File: src/rtl/pc_fetch.sv
// Fetch front end: PC register, single-outstanding IMEM request FSM and a 2-entry {word, pc} buffer to decode.
// Optional PC_MISALIGN_CHK_EN: misaligned redirect targets set MISALIGN and park the FSM in HALT.
module pc_fetch #(
  parameter logic [31:0] RESET_VECTOR = 32'h0000_0000
) (
  input  logic        CLK,
  input  logic        RST_N,
  input  logic [31:0] PC_NEXT,
  input  logic        REDIRECT,
  output logic [31:0] PC,
  output logic [31:0] PC_PLUS4,
  output logic        IMEM_REQ,
  output logic [31:0] IMEM_ADDR,
  input  logic        IMEM_RVALID,
  input  logic [31:0] IMEM_RDATA,
  output logic        IR_VALID,
  input  logic        IR_READY,
  output logic [31:0] IR,
  output logic [31:0] IR_PC,
  output logic        MISALIGN
);

  typedef enum logic [2:0] {BOOT, IDLE, WAIT, DRAIN, HALT} state_e;
  typedef struct packed {
    logic [31:0] word;
    logic [31:0] pc;
  } ent_t;

  state_e          state_q, state_d;
  logic [31:0]     pc_q, pc_d, req_pc_q, req_pc_d;
  ent_t [1:0]      buf_q, buf_d;
  logic [1:0]      cnt_q, cnt_d, cnt_ap;
  logic            mis_q, mis_d;
  logic            redir, pop, push, req, bad_tgt;
  logic [31:0]     tgt;

`ifdef PC_MISALIGN_CHK_EN
  assign bad_tgt = (PC_NEXT[1:0] != 2'b00);
  assign tgt     = PC_NEXT;
`else
  assign bad_tgt = 1'b0;
  assign tgt     = PC_NEXT & ~32'h3;
`endif

  assign redir  = REDIRECT && (state_q != HALT);
  assign pop    = (cnt_q != 2'd0) && IR_READY && !redir;
  assign cnt_ap = cnt_q - {1'b0, pop};
  // Only issuing from IDLE keeps one request in flight, so a push always finds room.
  assign req    = (state_q == IDLE) && (cnt_ap < 2'd2) && !REDIRECT;
  assign push   = (state_q == WAIT) && IMEM_RVALID && !redir;

  always_comb begin
    state_d  = state_q;
    pc_d     = pc_q;
    req_pc_d = req_pc_q;
    buf_d    = buf_q;
    cnt_d    = cnt_q;
    mis_d    = mis_q;

    if (redir) begin
      cnt_d = 2'd0;
      pc_d  = tgt;
    end else begin
      if (pop) buf_d[0] = buf_q[1];
      if (push) buf_d[cnt_ap[0]] = '{word: IMEM_RDATA, pc: req_pc_q};
      cnt_d = cnt_ap + {1'b0, push};
      if (req) begin
        pc_d     = pc_q + 32'd4;
        req_pc_d = pc_q;
      end
    end

    // A redirect that coincides with the response has already consumed it,
    // so DRAIN is only entered while the response is still in flight.
    case (state_q)
      BOOT:    state_d = IDLE;
      IDLE:    if (!redir && req) state_d = WAIT;
      WAIT:    if (redir) state_d = IMEM_RVALID ? IDLE : DRAIN;
               else if (IMEM_RVALID) state_d = IDLE;
      DRAIN:   if (IMEM_RVALID) state_d = IDLE;
      HALT:    state_d = HALT;
      default: state_d = BOOT;
    endcase

    if (redir && bad_tgt) begin
      state_d = HALT;
      mis_d   = 1'b1;
    end
  end

  always_ff @(posedge CLK or negedge RST_N) begin
    if (!RST_N) begin
      state_q  <= BOOT;
      pc_q     <= RESET_VECTOR;
      req_pc_q <= RESET_VECTOR;
      buf_q    <= '0;
      cnt_q    <= 2'd0;
      mis_q    <= 1'b0;
    end else begin
      state_q  <= state_d;
      pc_q     <= pc_d;
      req_pc_q <= req_pc_d;
      buf_q    <= buf_d;
      cnt_q    <= cnt_d;
      mis_q    <= mis_d;
    end
  end

  assign PC        = pc_q;
  assign PC_PLUS4  = pc_q + 32'd4;
  assign IMEM_REQ  = req;
  assign IMEM_ADDR = pc_q;
  assign IR_VALID  = (cnt_q != 2'd0);
  assign IR        = buf_q[0].word;
  assign IR_PC     = buf_q[0].pc;
  assign MISALIGN  = mis_q;

endmodule

File: config.mk
export PLATFORM = sky130hd
export DESIGN_NAME = pc_fetch
export DESIGN_NICKNAME = d
export VERILOG_FILES = /design/src/rtl/pc_fetch.sv
export SDC_FILE = /design/constraint.sdc
export NUM_CORES = 1
export LEC_CHECK = 0
export CORE_MARGIN = 2
export CORE_UTILIZATION = 50
export DETAILED_ROUTE_END_ITERATION = 10
export GPL_TIMING_DRIVEN = 1
export PLACE_DENSITY = 0.92
export SLEW_MARGIN = 0
export SYNTH_ARGS = -nofsm -noshare
export SYNTH_HDL_FRONTEND = slang
export SYNTH_SLANG_ARGS = --single-unit
File: constraint.sdc
create_clock -name CLK -period 4.6 [get_ports CLK]
set_clock_uncertainty 0.05 [all_clocks]
set_input_delay 0.46 -clock CLK [delete_from_list [all_inputs] [get_ports CLK]]
set_output_delay 0.46 -clock CLK [all_outputs]
set_load 0.01 [all_outputs]
==> results of run 1 <==
==> cell families after synthesis <==
logic type	after synthesis
adder cells (fa/ha/maj)	3
buffers and inverters	166
multiplexers	127
AO/OA/AOI/OAI	130
AND/OR/NAND/NOR	267
XOR/XNOR	30
other	1
flip-flops	191
==> sequential cells by signal, indices dropped and copies added, names as in the netlist <==
name       count
req_pc_q      30
buf_q         62
IR_PC         32
state_q        3
cnt_q          2
IMEM_ADDR     30
IR            32
==> placed cells by master, fill, tap and decap left out, types with 4 or more instances in the layout <==
master,instances
sky130_fd_sc_hd__buf_4,10
sky130_fd_sc_hd__a221o_1,9
sky130_fd_sc_hd__a21o_1,4
sky130_fd_sc_hd__conb_1,7
sky130_fd_sc_hd__mux2i_1,65
sky130_fd_sc_hd__xnor2_1,13
sky130_fd_sc_hd__or4_1,4
sky130_fd_sc_hd__xor2_1,17
sky130_fd_sc_hd__a22oi_1,6
sky130_fd_sc_hd__nand4_1,9
sky130_fd_sc_hd__nor2_1,84
sky130_fd_sc_hd__inv_1,9
sky130_fd_sc_hd__o211ai_1,4
sky130_fd_sc_hd__and3_1,4
sky130_fd_sc_hd__clkdlybuf4s50_1,221
sky130_fd_sc_hd__nand3_1,13
sky130_fd_sc_hd__clkbuf_8,4
sky130_fd_sc_hd__mux2_2,62
sky130_fd_sc_hd__nand2_1,111
sky130_fd_sc_hd__nor3_1,5
sky130_fd_sc_hd__and4_1,5
sky130_fd_sc_hd__a21oi_1,72
sky130_fd_sc_hd__and2_1,5
sky130_fd_sc_hd__o21ai_0,18
sky130_fd_sc_hd__nor4_1,4
sky130_fd_sc_hd__dfrtp_1,191
sky130_fd_sc_hd__clkbuf_16,17
==> layer usage <==
layer  vias up  GRT usage [%]
met5         -              0
met4         0          7.421
met2       299          38.55
li1       3226              -
met1      3392          30.17
met3        39          6.142
==> layout make-up <==
cell class / count / area, um2
clock buffers: 21 / 470.5
multi-input cells: 564 / 3730
well taps: 234 / 292.8
flip-flops and latches: 191 / 4780
clock inverters: 11 / 130.1
repair buffers: 232 / 2301
fillers: 1490 / 6964
inverters: 10 / 37.54
==> final timing paths <==
check	to
setup / recovery	PC_PLUS4[24]
hold / removal	req_pc_q[29]
setup reg to reg	IMEM_ADDR[21]
hold reg to reg	IR_PC[0]
max in group asynchronous	IR[13]
min in group CLK	IR_PC[0]
==> power groups by stage <==
stage | Combinational (mW) | Sequential [mW] | Clock, mW
CTS | 2.34 | 2.68 | 1.53
detailed placement | 2.32 | 2.70 | 0
floorplan | 1.57 | 2.55 | 0
global placement | 2.27 | 2.66 | 0
global route | 2.52 | 2.75 | 1.60
finish | 2.32 | 2.68 | 1.49
==> impl_metrics.tcl, run 1 <==
set metrics [dict create \
    outcome "finished clean" \
    synth.lib_cells_used.distinct 53 \
    power.internal_mw 4.317 \
    reported_leakage_power_nw 5.665 \
    power_frac_seq_pct 41.3 \
    setup-tns-final_ns 0 \
    met3WireLength_um 1571 \
    clock.fmax_mhz 254.0 \
    via_count 6956 \
    yosys.area_share.simple_pct 13.17 \
    flow.area_growth_from_synthesis_pct 23.56 \
    synth_seq_cells 191 \
    drt-met1-wl_um 10090 \
    crit_path_max_incr_delay_ns 0.59 \
    synthesis.instances 915 \
    endpoint_kind "output pin" \
    post-route-period-util_pct 85.57 \
    top_layer "met4" \
    route.final.wire_length_um 23190 \
    grt_antenna_before_repair 0 \
    critPathMaxFanout 8 \
    rr_worst_depth 10 \
    setup_ws_ns 0.6637 \
    cts_repair_resize_count 0 \
    clock-root-buffer "sky130_fd_sc_hd__clkbuf_16" \
    yosys-top-cells-count "sky130_fd_sc_hd__dfrtp_1, sky130_fd_sc_hd__nand2_1, sky130_fd_sc_hd__buf_4, sky130_fd_sc_hd__nor2_1, sky130_fd_sc_hd__a21oi_1" \
    place_inst 1231 \
    critical_path.top_delay_family "simple AND/OR/NAND/NOR gates" \
    worst-endpoint-required_ns 4.09 \
    power_density_nw_per_um2 552.7 \
    post_synth.cell_area_avg_um2 10.39 \
    finish.cell_count_without_fillers 1263 \
    post_synth_main_area_contributors "sky130_fd_sc_hd__dfrtp_1, sky130_fd_sc_hd__buf_4, sky130_fd_sc_hd__mux2_2" \
    floorplan.rows 50 \
    yosysTopAreaCellShare_pct 50.30 \
    timing.critical_path.depth 7 \
    slowest_cell_on_crit_path "sky130_fd_sc_hd__clkdlybuf4s50_1" \
    met2RoutedLength_um 11110 \
    startpoint "IMEM_ADDR[2]" \
    die_y_um 141.9 \
    combinational_family_with_the_most_area_after_synthesis "multiplexers" \
    synthesized_area_fraction_occupied_by_ao_oa_aoi_and_oai_cells_pct 8.229 \
    synth_area_um2 9503 \
    drt-wirelength-per-cell_um 18.36 \
    clkSinkCount 191 \
    globalRouteOverflowTotal 0 \
    crit_chain "ha_1, nand3_1, nor2_1, nand4_1, nor2_1, xor2_1, clkdlybuf4s50_1" \
    grt_pass1_wl_um 36610 \
    postLayoutCoreUtil_pct 62.77 \
    grt_util_all_layers_pct 23.32 \
    drt.antenna.violating_nets 0 \
    grt_pass1_vias 6913 \
    hold_buffers 0 \
    startpoint_type "flip-flop" \
    synth_fa_ha_area_share_pct 0.3950 \
    timing.final.setup_violations 0 \
    synth-async-reset-ratio_pct 100.0 \
    detail_route.drc_violations 0 \
    cp_common_cell "sky130_fd_sc_hd__nor2_1" \
    power.clock.fraction_pct 23.0 \
    worst-path-buf-inv 1 \
    clock_tree_from_tritoncts "yes" \
    gp_congestion 0.8911 \
    min-delay-path-class "input pin to asynchronous set/reset pin" \
    post-route-cell-area_um2 11740 \
    via_per_inst 5.508 \
    max-cap-violations 0 \
    cts-htree-levels 4 \
    design.die.area_um2 20120 \
    netSwitchingPower_mw 2.172 \
    worst-setup-path-type "flip-flop to output pin" \
    finalMaxSlewViolations 0 \
    number_of_flops_mapped_to_enable_cells_by_yosys 0 \
    synth_warn 0 \
    synth_top_cell_by_area "sky130_fd_sc_hd__dfrtp_1" \
    dp_hpwl_um 15410 \
    longest_clk_path_bufs 2 \
    yosys.cell_count.top_type "sky130_fd_sc_hd__dfrtp_1" \
    switching_share_pct 33.47 \
    dr.pass1.iters 6 \
    postPlaceCellArea_um2 11140 \
    rsz_0062_raised_after_global_routing "no" \
    worst_slew_pin_slew_ns 1.216 \
    cts_inserted_buffers 17 \
    drive_above_1_share_pct 11.66 \
    share_of_cell_area_taken_by_muxes_after_synthesis_pct 14.19 \
    fin_nets 1088 \
    headroom_to_the_max_slew_limit_pct 18.96 \
    buffer_ports.inserted 222 \
    cp.arrival_ns 3.43 \
    reg2reg_slack_ns 1.18 \
    insertedDiodeCount 0 \
    maximum_number_of_pins_on_one_net_before_global_route_repair 106 \
    regToRegStartpoint "state_q[2]" \
    synth_ff_type "sky130_fd_sc_hd__dfrtp_1" \
    combinational_power_share_pct 35.7 \
    detail_route.iter0.violations 503 \
    insertion_delay_ns 0.43 \
    core_um2 18710 \
    period_needed_ns 3.936 \
    total_power_mw 6.489 \
    hold_slack_ns 0.06752 \
    clkTransAtPathRegs_ns 0.07 \
    synth-seq-area-share_pct 50.30 \
    vdd.ir_drop.worst_v 0.0002689 \
    yosys.area_share.xor_xnor_pct 2.765 \
    hold_viol_final 0 \
    dieWidth_um 141.9 \
    pin_count 232 \
    post-cts-setup-buffer-count 0 \
    dpl_worst_slack_ns 1.123 \
    initial_utilization_pct 50.80 \
]
Power figures use the tool's default switching activity.
==> inputs of run 2 (changes only) <==
- GPL_TIMING_DRIVEN: 1 -> 0
- MAX_ROUTING_LAYER: not set -> met4
==> run 2 against run 1 <==
  * The run now ends with hold timing left
  * Largest cell class unchanged
  * Wire length increased by 12%
  * Global-route usage increased by 3.4 points
  * Largest power group is now combinational cells
  * Via count increased by 11%
  * Critical path type is now input pin to output pin
  * Register-to-register slack got worse by 0.44 ns
==> impl_metrics.tcl, run 2 (same netlist as run 1, synthesis figures left out) <==
set metrics [dict create \
    cts-htree-levels 4 \
    via_per_inst 5.465 \
    clock-root-buffer "sky130_fd_sc_hd__clkbuf_16" \
    insertedDiodeCount 0 \
    globalRouteOverflowTotal 0 \
    vdd.ir_drop.worst_v 0.0003073 \
    detail_route.drc_violations 0 \
    multi_input_comb_area_um2 3714 \
    clock.fmax_mhz 226.9 \
    clock_tree_from_tritoncts "yes" \
    outcome "finished, violations left" \
    violations "hold timing" \
    postLayoutCoreUtil_pct 67.95 \
    grt_pass1_wl_um 40650 \
    reg2reg_slack_ns 0.74 \
    grt_util_all_layers_pct 26.69 \
    worst-endpoint-required_ns 4.09 \
    die_y_um 141.9 \
    hold_buffers 0 \
    worst-setup-path-type "input pin to output pin" \
    headroom_to_the_max_slew_limit_pct 45.29 \
    initial_utilization_pct 50.80 \
    worst_slew_pin_slew_ns 0.8152 \
    fin_nets 1235 \
    maximum_number_of_pins_on_one_net_before_global_route_repair 100 \
    mostFrequentLayoutCell "sky130_fd_sc_hd__clkdlybuf4s50_1" \
    dieWidth_um 141.9 \
    largest_register_ff_count 62 \
    via_count 7705 \
    rsz_0062_raised_after_global_routing "no" \
    post-route-period-util_pct 95.80 \
    grt_antenna_before_repair 0 \
    clkTransAtPathRegs_ns 0.07 \
    grt_pass1_vias 7862 \
    longest_clk_path_bufs 2 \
    regArea_um2 4780 \
    design.die.area_um2 20120 \
    drt.antenna.violating_nets 0 \
    route.final.wire_length_um 25880 \
    hold_slack_ns -0.01410 \
    place_inst 1378 \
    min-delay-path-class "input pin to asynchronous set/reset pin" \
    period_needed_ns 4.407 \
    mostFrequentLayoutCells "sky130_fd_sc_hd__clkdlybuf4s50_1, sky130_fd_sc_hd__dfrtp_1, sky130_fd_sc_hd__nand2_1" \
    drive_above_1_share_pct 19.73 \
    max-cap-violations 0 \
    drt-wirelength-per-cell_um 18.36 \
    dr.pass1.iters 5 \
    crit-reg2reg-capture "IMEM_ADDR[16]" \
    finalMaxSlewViolations 0 \
    endpoint_kind "output pin" \
    power_density_nw_per_um2 563.5 \
    detail_route.iter0.violations 498 \
    rr_worst_depth 13 \
    buffer_ports.inserted 222 \
    core_um2 18710 \
    cts_inserted_buffers 17 \
    max_flop_register "buf_q" \
    critPathMaxFanout 10 \
    floorplan.rows 50 \
    cp.arrival_ns 3.90 \
    fillerInstances 1365 \
    regToRegStartpoint "state_q[2]" \
    flow.area_growth_from_synthesis_pct 33.75 \
    gp_congestion 0.9092 \
    timing.final.setup_violations 0 \
    clkSinkCount 191 \
    hold_viol_final 17 \
    finish.cell_count_without_fillers 1410 \
    startpoint_type "input pin" \
    insertion_delay_ns 0.43 \
    reported_leakage_power_nw 6.274 \
    pin_count 232 \
    dp_hpwl_um 18210 \
]
==> run 2: area by class of cell <==
type / instances / area share (%)
multi-input combinational: 564 / 29.22
timing repair buffer: 223 / 17.74
inverter: 10 / 0.2953
tap: 234 / 2.304
sequential: 191 / 37.61
buffer: 156 / 7.876
clock inverter: 15 / 1.614
clock buffer: 17 / 3.347
==> run 2: what timing repair did <==
action                     CTS  global route
resized for setup            0             3
buffers inserted             0             0
setup endpoints to repair    0             1
==> run 2: metal layers <==
metal,wire length (um),vias up,track usage [%]
li1,-,3522,-
met1,11050,3739,33.84
met2,12360,378,42.90
met3,1697,66,4.894
met4,777,0,10.37
met5,0,-,-
==> run 2: worst max-delay path by stage <==
stage | startpoint | to | slack (ns) | depth (start not counted)
global placement | RST_N | IR[30] | -4.67 | 1
finish | REDIRECT | IMEM_REQ | 0.19 | 13
global route | state_q[2] | IMEM_REQ | 0.08 | 12
detailed placement | REDIRECT | IMEM_REQ | 0.1 | 13
floorplan | state_q[1] | IMEM_REQ | 1.71 | 11
CTS | REDIRECT | IMEM_REQ | 0.07 | 13
==> run 2: power by group <==
group | leakage (nW) | internal (mW) | total (mW) | switching, mW
clock | 0.307 | 0.920 | 1.59 | 0.672
combinational | 3.53 | 1.68 | 2.93 | 1.25
sequential | 2.43 | 2.21 | 2.64 | 0.432
total | 6.27 | 4.81 | 7.16 | 2.35
==> run 2: per-stage QoR <==
stage	TNS (ns)	power (mW)	area, um2	hold WS [ns]	worst slack (ns)
after floorplan	0	4.118	9525	0.1144	1.708
after global placement	-888.68	5.467	12040	0.4231	-4.665
after detailed placement	0	5.567	12070	0.4310	0.09962
after CTS	0	7.176	12700	0.01760	0.07186
after global routing	0	7.531	12710	0.03600	0.07993
final	0	7.162	12710	-0.01410	0.1932
==> run 2: worst max-delay path, cell delays in order <==
cell and delay (ns):
sky130_fd_sc_hd__clkdlybuf4s50_1 0.57, sky130_fd_sc_hd__inv_1 0.08, sky130_fd_sc_hd__nor2_1 0.26, sky130_fd_sc_hd__clkbuf_2 0.35
sky130_fd_sc_hd__nor2_1 0.12, sky130_fd_sc_hd__ha_1 0.21, sky130_fd_sc_hd__xor2_1 0.22, sky130_fd_sc_hd__or2_1 0.27
sky130_fd_sc_hd__clkbuf_1 0.14, sky130_fd_sc_hd__inv_2 0.17, sky130_fd_sc_hd__buf_4 0.22, sky130_fd_sc_hd__buf_2 0.25
sky130_fd_sc_hd__clkdlybuf4s50_1 0.57
==> inputs of run 3 (changes only) <==
- REMOVE_ABC_BUFFERS: not set -> 1
==> run 3 against run 2 <==
  * The run now ends clean
  * Critical path depth decreased by 4
  * Hold slack gained 0.059 ns
  * Die area stayed put
  * Wire length down 9.9%
  * Count of clock-buffer cells in the layout is 4 higher
  * First-iteration DRC count fell by 22%
  * Register-to-register slack lost 0.13 ns
  * Clock power is 8% lower
==> impl_metrics.tcl, run 3 (same netlist as run 1, synthesis figures left out) <==
set metrics [dict create \
    grt_pass1_wl_um 36830 \
    max_flop_register "buf_q" \
    postLayoutCoreUtil_pct 63.71 \
    startpoint "state_q[2]" \
    fin_nets 1092 \
    critPathMaxFanout 44 \
    clkSinkCount 191 \
    worst-endpoint-required_ns 4.09 \
    clock-root-buffer "sky130_fd_sc_hd__clkbuf_16" \
    mostFrequentLayoutCells "sky130_fd_sc_hd__clkdlybuf4s50_1, sky130_fd_sc_hd__dfrtp_1, sky130_fd_sc_hd__nand2_1" \
    core_um2 18710 \
    period_needed_ns 4.292 \
    design.die.area_um2 20120 \
    finalMaxSlewViolations 0 \
    via_per_inst 5.538 \
    reported_leakage_power_nw 5.737 \
    grt_util_all_layers_pct 24.03 \
    crit-reg2reg-capture "IMEM_ADDR[11]" \
    mostFrequentLayoutCell "sky130_fd_sc_hd__clkdlybuf4s50_1" \
    min-delay-path-class "input pin to asynchronous set/reset pin" \
    power_density_nw_per_um2 541.8 \
    clkTransAtPathRegs_ns 0.07 \
    globalRouteOverflowTotal 0 \
    initial_utilization_pct 50.80 \
    max-cap-violations 0 \
    longest_clk_path_bufs 2 \
    flow.area_growth_from_synthesis_pct 25.40 \
    worst-setup-path-type "flip-flop to output pin" \
    cts_inserted_buffers 17 \
    grt_pass1_vias 6953 \
    finish.cell_count_without_fillers 1267 \
    drt.antenna.violating_nets 0 \
    hold_buffers 0 \
    vdd.ir_drop.worst_v 0.0002725 \
    regToRegStartpoint "state_q[2]" \
    cts-htree-levels 4 \
    rsz_0062_raised_after_global_routing "no" \
    globalRouteMet3Util_pct 5.299 \
    drive_above_1_share_pct 12.00 \
    clock_tree_from_tritoncts "yes" \
    buffer_ports.inserted 222 \
    insertedDiodeCount 0 \
    reg2reg_slack_ns 0.61 \
    drt-wirelength-per-cell_um 18.42 \
    detail_route.drc_violations 0 \
    outcome "finished clean" \
    clock.fmax_mhz 233.0 \
    cp.arrival_ns 3.78 \
    maximum_number_of_pins_on_one_net_before_global_route_repair 107 \
    hold_viol_final 0 \
    dieWidth_um 141.9 \
    insertion_delay_ns 0.42 \
    largest_register_ff_count 62 \
    startpoint_type "flip-flop" \
    timing.final.setup_violations 0 \
    worst_slew_pin_slew_ns 1.432 \
    place_inst 1233 \
    fillerInstances 1458 \
    dp_hpwl_um 15950 \
    endpoint_kind "output pin" \
    route.final.wire_length_um 23330 \
    die_y_um 141.9 \
    headroom_to_the_max_slew_limit_pct 4.522 \
    pin_count 232 \
    most_crowded_layer_gr "met2" \
    rr_worst_depth 11 \
    grtUsageMet1_pct 30.53 \
    post-route-period-util_pct 93.30 \
    via_count 7017 \
    grt_antenna_before_repair 0 \
    dr.pass1.iters 4 \
    detail_route.iter0.violations 388 \
    global_route_track_usage_on_met2_pct 38.40 \
    gp_congestion 0.8603 \
    floorplan.rows 50 \
]
-- run 3: changes by cell type in the layout (fill, tap and decap cells not counted), sizes merged --
cell,change
clkinv,+2
bufinv,-2
inv,-3
clkinvlp,-1
nor2,+1
buf,-110
clkbuf,-30
-- run 3: worst max path at each step --
stage | to | slack [ns]
after floorplan | IR[0] | -5.10
after global placement | IR_PC[4] | -11.75
after detailed placement | IMEM_ADDR[11] | -0.66
after CTS | IMEM_REQ | 0.22
after global routing | IMEM_REQ | 0.1
final | IMEM_REQ | 0.31
-- run 3: power breakdown --
group          leakage, nW  switching, mW  internal (mW)  total (mW)
Combinational         3.02           1.05           1.28        2.33
Clock                0.282          0.643          0.823        1.47
Sequential            2.43          0.452           2.21        2.66
-- run 3: worst max-delay path, cell delays in order (launching register included) --
cell                              delay (ns)
sky130_fd_sc_hd__dfrtp_1                0.45
sky130_fd_sc_hd__nor3b_2                0.47
sky130_fd_sc_hd__nor2_4                 0.08
sky130_fd_sc_hd__nor2_1                 0.18
sky130_fd_sc_hd__ha_1                   0.18
sky130_fd_sc_hd__xor2_1                 0.46
sky130_fd_sc_hd__or2_4                  0.42
sky130_fd_sc_hd__buf_12                 0.27
sky130_fd_sc_hd__inv_4                  0.23
sky130_fd_sc_hd__clkdlybuf4s50_1        0.56
-- run 3: area by class of cell --
type | count | area, um2 | share of cell area [%]
well taps | 234 | 292.8 | 2.457
multi-input cells | 565 | 3751 | 31.48
clock buffers | 21 | 450.4 | 3.780
repair buffers | 235 | 2472 | 20.75
clock inverters | 11 | 130.1 | 1.092
flip-flops and latches | 191 | 4780 | 40.11
inverters | 10 | 40.04 | 0.3360
-- run 3: per-stage QoR --
stage	area, um2	setup slack (ns)	hold slack, ns	setup TNS (ns)	power (mW)
floorplan	8526	-5.099	0.1144	-321.30	3.633
global placement	11040	-11.75	0.4190	-1920.24	4.951
detailed placement	11310	-0.6569	0.4358	-15.26	5.020
CTS	11910	0.2166	0.08733	0	6.504
global route	11920	0.09815	0.1010	0	6.835
finish	11920	0.3082	0.04443	0	6.457
-- run 3: timing repair --
action | CTS | global route
endpoints found under the setup margin | 16 | 1
pin swaps | 1 | 0
buffers inserted | 1 | 0
endpoints found under the hold margin | 0 | 0
gates resized for setup | 2 | 1
gates cloned | 1 | 0
-- run 3: layer usage --
metal	share of wire (%)	wire (um)
met1	43	9991
met2	48	11140
met3	7.2	1688
met4	2.2	510
met5	0	0
